===== src/rtl/ccu_snoop_port_arbiter.sv =====
// Snoop port arbiter: shares the CCU's single AC/CR/CD snoop master port
// between NumReq snoop-initiating controllers. One requester is granted
// round-robin and keeps the port until its snoop transaction completes,
// so CR and CD beats always return to the controller that issued the AC.
module ccu_snoop_port_arbiter #(
    parameter int unsigned NumReq    = 2,
    parameter int unsigned AddrWidth = 64,
    parameter int unsigned DataWidth = 64,
    localparam int unsigned IdxW     = (NumReq > 1) ? $clog2(NumReq) : 1
) (
    input  logic                                clk_i,
    input  logic                                rst_ni,
    // requester-side AC
    input  logic [NumReq-1:0]                   s_ac_valid_i,
    output logic [NumReq-1:0]                   s_ac_ready_o,
    input  logic [NumReq-1:0][AddrWidth-1:0]    s_ac_addr_i,
    input  logic [NumReq-1:0][3:0]              s_ac_snoop_i,
    input  logic [NumReq-1:0][2:0]              s_ac_prot_i,
    // requester-side CR
    output logic [NumReq-1:0]                   s_cr_valid_o,
    input  logic [NumReq-1:0]                   s_cr_ready_i,
    output logic [4:0]                          s_cr_resp_o,
    // requester-side CD
    output logic [NumReq-1:0]                   s_cd_valid_o,
    input  logic [NumReq-1:0]                   s_cd_ready_i,
    output logic [DataWidth-1:0]                s_cd_data_o,
    output logic                                s_cd_last_o,
    // crossbar-side AC
    output logic                                m_ac_valid_o,
    input  logic                                m_ac_ready_i,
    output logic [AddrWidth-1:0]                m_ac_addr_o,
    output logic [3:0]                          m_ac_snoop_o,
    output logic [2:0]                          m_ac_prot_o,
    // crossbar-side CR
    input  logic                                m_cr_valid_i,
    output logic                                m_cr_ready_o,
    input  logic [4:0]                          m_cr_resp_i,
    // crossbar-side CD
    input  logic                                m_cd_valid_i,
    output logic                                m_cd_ready_o,
    input  logic [DataWidth-1:0]                m_cd_data_i,
    input  logic                                m_cd_last_i,
    // status
    output logic [IdxW-1:0]                     owner_o,
    output logic                                busy_o
);

    localparam int unsigned CandW = IdxW + 1;
    typedef logic [CandW-1:0] cand_t;

    typedef enum logic [1:0] {
        StIdle,
        StAc,
        StCr,
        StCd
    } state_e;

    state_e          state_q, state_d;
    logic [IdxW-1:0] owner_q, owner_d;
    logic [IdxW-1:0] prio_q,  prio_d;
    logic [IdxW-1:0] next_owner;

    logic            grant_vld;
    logic [IdxW-1:0] grant_idx;
    cand_t           cand;

    // State, owner and round-robin pointer registers
    always_ff @(posedge clk_i or negedge rst_ni) begin
        if (!rst_ni) begin
            state_q <= StIdle;
            owner_q <= '0;
            prio_q  <= '0;
        end else begin
            state_q <= state_d;
            owner_q <= owner_d;
            prio_q  <= prio_d;
        end
    end

    // Round-robin pick: first valid requester at or after prio_q, with
    // explicit wrap so NumReq need not be a power of two
    always_comb begin
        grant_vld = 1'b0;
        grant_idx = '0;
        cand      = '0;
        for (int unsigned i = 0; i < NumReq; i++) begin
            cand = {1'b0, prio_q} + cand_t'(i);
            if (cand >= cand_t'(NumReq)) begin
                cand = cand - cand_t'(NumReq);
            end
            if (!grant_vld && s_ac_valid_i[cand[IdxW-1:0]]) begin
                grant_vld = 1'b1;
                grant_idx = cand[IdxW-1:0];
            end
        end
    end

    assign next_owner = (owner_q == IdxW'(NumReq - 1)) ? '0 : owner_q + IdxW'(1);

    // Next-state logic and per-channel routing to/from the locked owner
    always_comb begin
        state_d      = state_q;
        owner_d      = owner_q;
        prio_d       = prio_q;
        s_ac_ready_o = '0;
        s_cr_valid_o = '0;
        s_cd_valid_o = '0;
        m_ac_valid_o = 1'b0;
        m_cr_ready_o = 1'b0;
        m_cd_ready_o = 1'b0;

        unique case (state_q)
            StIdle: begin
                if (grant_vld) begin
                    owner_d = grant_idx;
                    state_d = StAc;
                end
            end
            StAc: begin
                m_ac_valid_o          = s_ac_valid_i[owner_q];
                s_ac_ready_o[owner_q] = m_ac_ready_i;
                if (s_ac_valid_i[owner_q] && m_ac_ready_i) begin
                    state_d = StCr;
                end
            end
            StCr: begin
                s_cr_valid_o[owner_q] = m_cr_valid_i;
                m_cr_ready_o          = s_cr_ready_i[owner_q];
                if (m_cr_valid_i && s_cr_ready_i[owner_q]) begin
                    // DataTransfer forces the CD phase even with Error set;
                    // the owner decides whether to discard the beats
                    if (m_cr_resp_i[0]) begin
                        state_d = StCd;
                    end else begin
                        state_d = StIdle;
                        prio_d  = next_owner;
                    end
                end
            end
            StCd: begin
                s_cd_valid_o[owner_q] = m_cd_valid_i;
                m_cd_ready_o          = s_cd_ready_i[owner_q];
                if (m_cd_valid_i && s_cd_ready_i[owner_q] && m_cd_last_i) begin
                    state_d = StIdle;
                    prio_d  = next_owner;
                end
            end
            default: begin
                state_d = StIdle;
            end
        endcase
    end

    assign m_ac_addr_o  = s_ac_addr_i[owner_q];
    assign m_ac_snoop_o = s_ac_snoop_i[owner_q];
    assign m_ac_prot_o  = s_ac_prot_i[owner_q];
    assign s_cr_resp_o  = m_cr_resp_i;
    assign s_cd_data_o  = m_cd_data_i;
    assign s_cd_last_o  = m_cd_last_i;
    assign owner_o      = owner_q;
    assign busy_o       = (state_q != StIdle);

endmodule


===== config.mk =====
export PLATFORM = sky130hd
export DESIGN_NAME = ccu_snoop_port_arbiter
export DESIGN_NICKNAME = d
export VERILOG_FILES = /design/src/rtl/ccu_snoop_port_arbiter.sv
export SDC_FILE = /design/constraint.sdc
export NUM_CORES = 1
export LEC_CHECK = 0
export ABC_AREA = 1
export CELL_PAD_IN_SITES_DETAIL_PLACEMENT = 0
export CELL_PAD_IN_SITES_GLOBAL_PLACEMENT = 1
export CORE_AREA = 4 4 145 147
export DETAILED_ROUTE_END_ITERATION = 10
export DIE_AREA = 0 0 149 151
export GPL_TIMING_DRIVEN = 0
export PLACE_DENSITY_LB_ADDON = 0.2
export SYNTH_ARGS = -nofsm -noshare
export SYNTH_HDL_FRONTEND = slang
export SYNTH_SLANG_ARGS = --single-unit

===== constraint.sdc =====
create_clock -name clk_i -period 2.1 [get_ports clk_i]
set_input_delay 0.315 -clock clk_i [delete_from_list [all_inputs] [get_ports clk_i]]
set_output_delay 0.315 -clock clk_i [all_outputs]
set_load 0.02 [all_outputs]

==> results.cfg, run 1 <==
[placed_design]
hpwl_um = 10770
io_buffers = 306
place.gp.congestion = 0.7121
pre_cts_slack_ns = -0.05588

[yosys]
synth_fp_nets = 593
synth_area_mm2 = 0.001824
ys_ff_latch = 4
synth.distinct_cells = 16
synth_top_cell_area_share_pct = 48.35
ys_seq_area_share_pct = 5.487
syn-mean-instance-area_um2 = 4.930
yosysTopAreaCell = nand2_1
postSynthCellCount = 370
ys_warn_count = 0
synth_area_leaders = nand2_1 (48%), buf_4 (32%), dfrtp_1 (5.5%)

[timing]
finalSetupViolations = 0
maxSlewHeadroom_pct = 81.63
finalMaxSlewViolations = 0
rsz0062_at_grt = no
finalHoldViolCount = 0
min_period_ns = 1.961
setup_ws_ns = 0.1388
worst_slew_pin_slew_ns = 0.2747
fin_worst_skew_ns = 0.005078
fin_crit_sh_pct = 93.39
max_freq_ghz = 0.5099
setup_tns_ns = 0

[critical_path]
r2r_end = prio_q$_DFFE_PN0P_
critical_path_buf_inv_count = 5
crit_path_top_delay_cell = dfrtp_1
reg2reg_depth = 9
max_stage_delay_ns = 0.37
cp.depth = 7
cp-start-kind = flop
r2r_setup_slack_ns = 0.93
cp-end-kind = output port
path_delay_family = buffers and inverters
r2r-start = owner_o$_DFFE_PN0P_
cp_max_fo = 10
worstPathRequired_ns = 1.78
critical_path_class = flop to output port
crit_path_cell_trace = buf_6, inv_6, buf_6, buf_4, nand2_1, nand2_1, clkdlybuf4s15_1
cp.arrival_ns = 1.65

[drt]
drc = 0
detail_route.wl_per_cell_um = 12.75
drt_first_iter_violations = 41
finalWirelength_um = 12100
dr.pass1.iters = 4
drtAntennaViolNets = 0
drt-vias-per-instance = 3.319
num_vias = 3150

[global_route]
track_usage_pct = 9.098
grt_pass1_vias = 3103
grt-ovfl-total = 0
antenna_found_initial = 0
grt_pass1_wl_um = 16590
grt_max_degree = 11

[die]
dieHeight_um = 151
die-area_mm2 = 0.02250
die_w_um = 149
io_pins = 375
core_area_mm2 = 0.01991
initial_core_util_pct = 9.163
rows = 52

[pwr]
p_total_mw = 4.138
p_leak_nw = 2.710
powerDensity_mw_per_mm2 = 789.4
vdd_drop_max_mv = 0.4624

[clock_network]
path_clk_slew_ns = 0.03
numCtsBuffers = 3
insertion_delay_ns = 0.22
htreeDepth = 1
cts_sinks = 4
cts_tree = yes
post-cts-setup-buffers = 0
cts-root-buf = clkbuf_16
cts.path.max_buffers = 2

[cells_and_area]
final_cell_mix = nand2_1 (235), clkdlybuf4s50_1 (227), buf_4 (77)
drive_gt1_share_pct = 14.73
fill_cells = 2287
syn2layout_area_growth_pct = 187.4
layout.nets = 904
final_common_cell = nand2_1
n_antenna_cell = 0
final_util_pct = 26.33

[hold_path]
min_path_type = input port to async pin

[job]
max-cap-violations = 0

[run_status]
status = finished clean
report_power, final:
| group | switching (mW) | internal (mW) | total [mW] |
|---|---|---|---|
| clock network | 0.0542 | 0.243 | 0.298 |
| logic | 2.17 | 1.52 | 3.69 |
| registers | 0.0291 | 0.119 | 0.149 |
| total | 2.25 | 1.89 | 4.14 |
area by class of cell:
cell class | instances | area (um^2) | area share (%)
Multi-Input combinational cell | 262 | 1021 | 19.47
Inverter | 17 | 68.82 | 1.313
Sequential cell | 4 | 100.1 | 1.909
Buffer | 87 | 646.9 | 12.34
Tap cell | 270 | 337.8 | 6.444
Clock buffer | 3 | 75.07 | 1.432
Timing Repair Buffer | 306 | 2993 | 57.09
cell families (layout without fill, tap and decap cells):
kind of cell	Yosys count	count (layout)	share of synthesized area, %
AND/OR/NAND/NOR	256	256	54.12
AO/OA/AOI/OAI	6	6	1.852
flip-flops	4	4	5.487
buffers and inverters	104	413	38.55
state kept, by name, indices dropped and copies added (netlist names):
register / count
prio_q: 1
state_q: 2
owner_o: 1
worst register-to-register path: cells and delay by family (launching register included):
kind | cells | cell delay [ns]
buffers and inverters | 2 | 0.22
and+or+nand+nor | 7 | 0.45
DFF | 1 | 0.37
stage by stage:
step                hold slack, ns  cells  area [um^2]
floorplan                  0.01941    370         1824
global placement            0.4792    946         5225
detailed placement          0.4889    946         5225
CTS                         0.3205    949         5224
global route                0.3300    949         5243
finish                      0.3169    949         5243
synthesized netlist by cell type:
| cell type | instances |
|---|---|
| nand4_1 | 1 |
| nor2_1 | 5 |
| a21oi_1 | 2 |
| nand2_1 | 235 |
| nor3_1 | 6 |
| inv_6 | 1 |
| a21oi_2 | 1 |
| inv_1 | 13 |
| nand2_2 | 4 |
| o21ai_0 | 3 |
| buf_4 | 77 |
| buf_2 | 9 |
| nand3_1 | 5 |
| dfrtp_1 | 4 |
| inv_2 | 3 |
| buf_6 | 1 |
metal layers:
metal / share of wire, % / vias up / GRT usage, %
li1: - / 1650 / -
met3: 11 / 0 / 2.454
met1: 34 / 1320 / 9.168
met5: 0 / - / 0
met4: 0 / 0 / 0.4119
met2: 56 / 180 / 19.24
worst max-delay path by stage:
stage	endpoint	start
2_1_floorplan	s_ac_ready_o[1]	owner_o$_DFFE_PN0P_
3_3_place_gp	m_ac_addr_o[42]	owner_o$_DFFE_PN0P_
3_5_place_dp	m_ac_addr_o[42]	owner_o$_DFFE_PN0P_
4_1_cts	s_cr_valid_o[0]	owner_o$_DFFE_PN0P_
5_1_grt	m_ac_addr_o[1]	owner_o$_DFFE_PN0P_
6_report	m_ac_addr_o[12]	owner_o$_DFFE_PN0P_
repair_timing:
| item | 4_1_cts | 5_1_grt |
|---|---|---|
| gates resized for setup | 81 | 15 |
| hold buffers | 0 | 0 |
| pin swaps | 0 | 0 |
| endpoints found under the setup margin | 77 | 14 |
No activity file was read; power rests on OpenSTA's default activity.
==> inputs of run 2 (changes only) <==
Settings changed: TNS_END_PERCENT from default to 100.
==> results of run 2 <==
No change in the layout: final DEF, timing and power equal those of run 1.
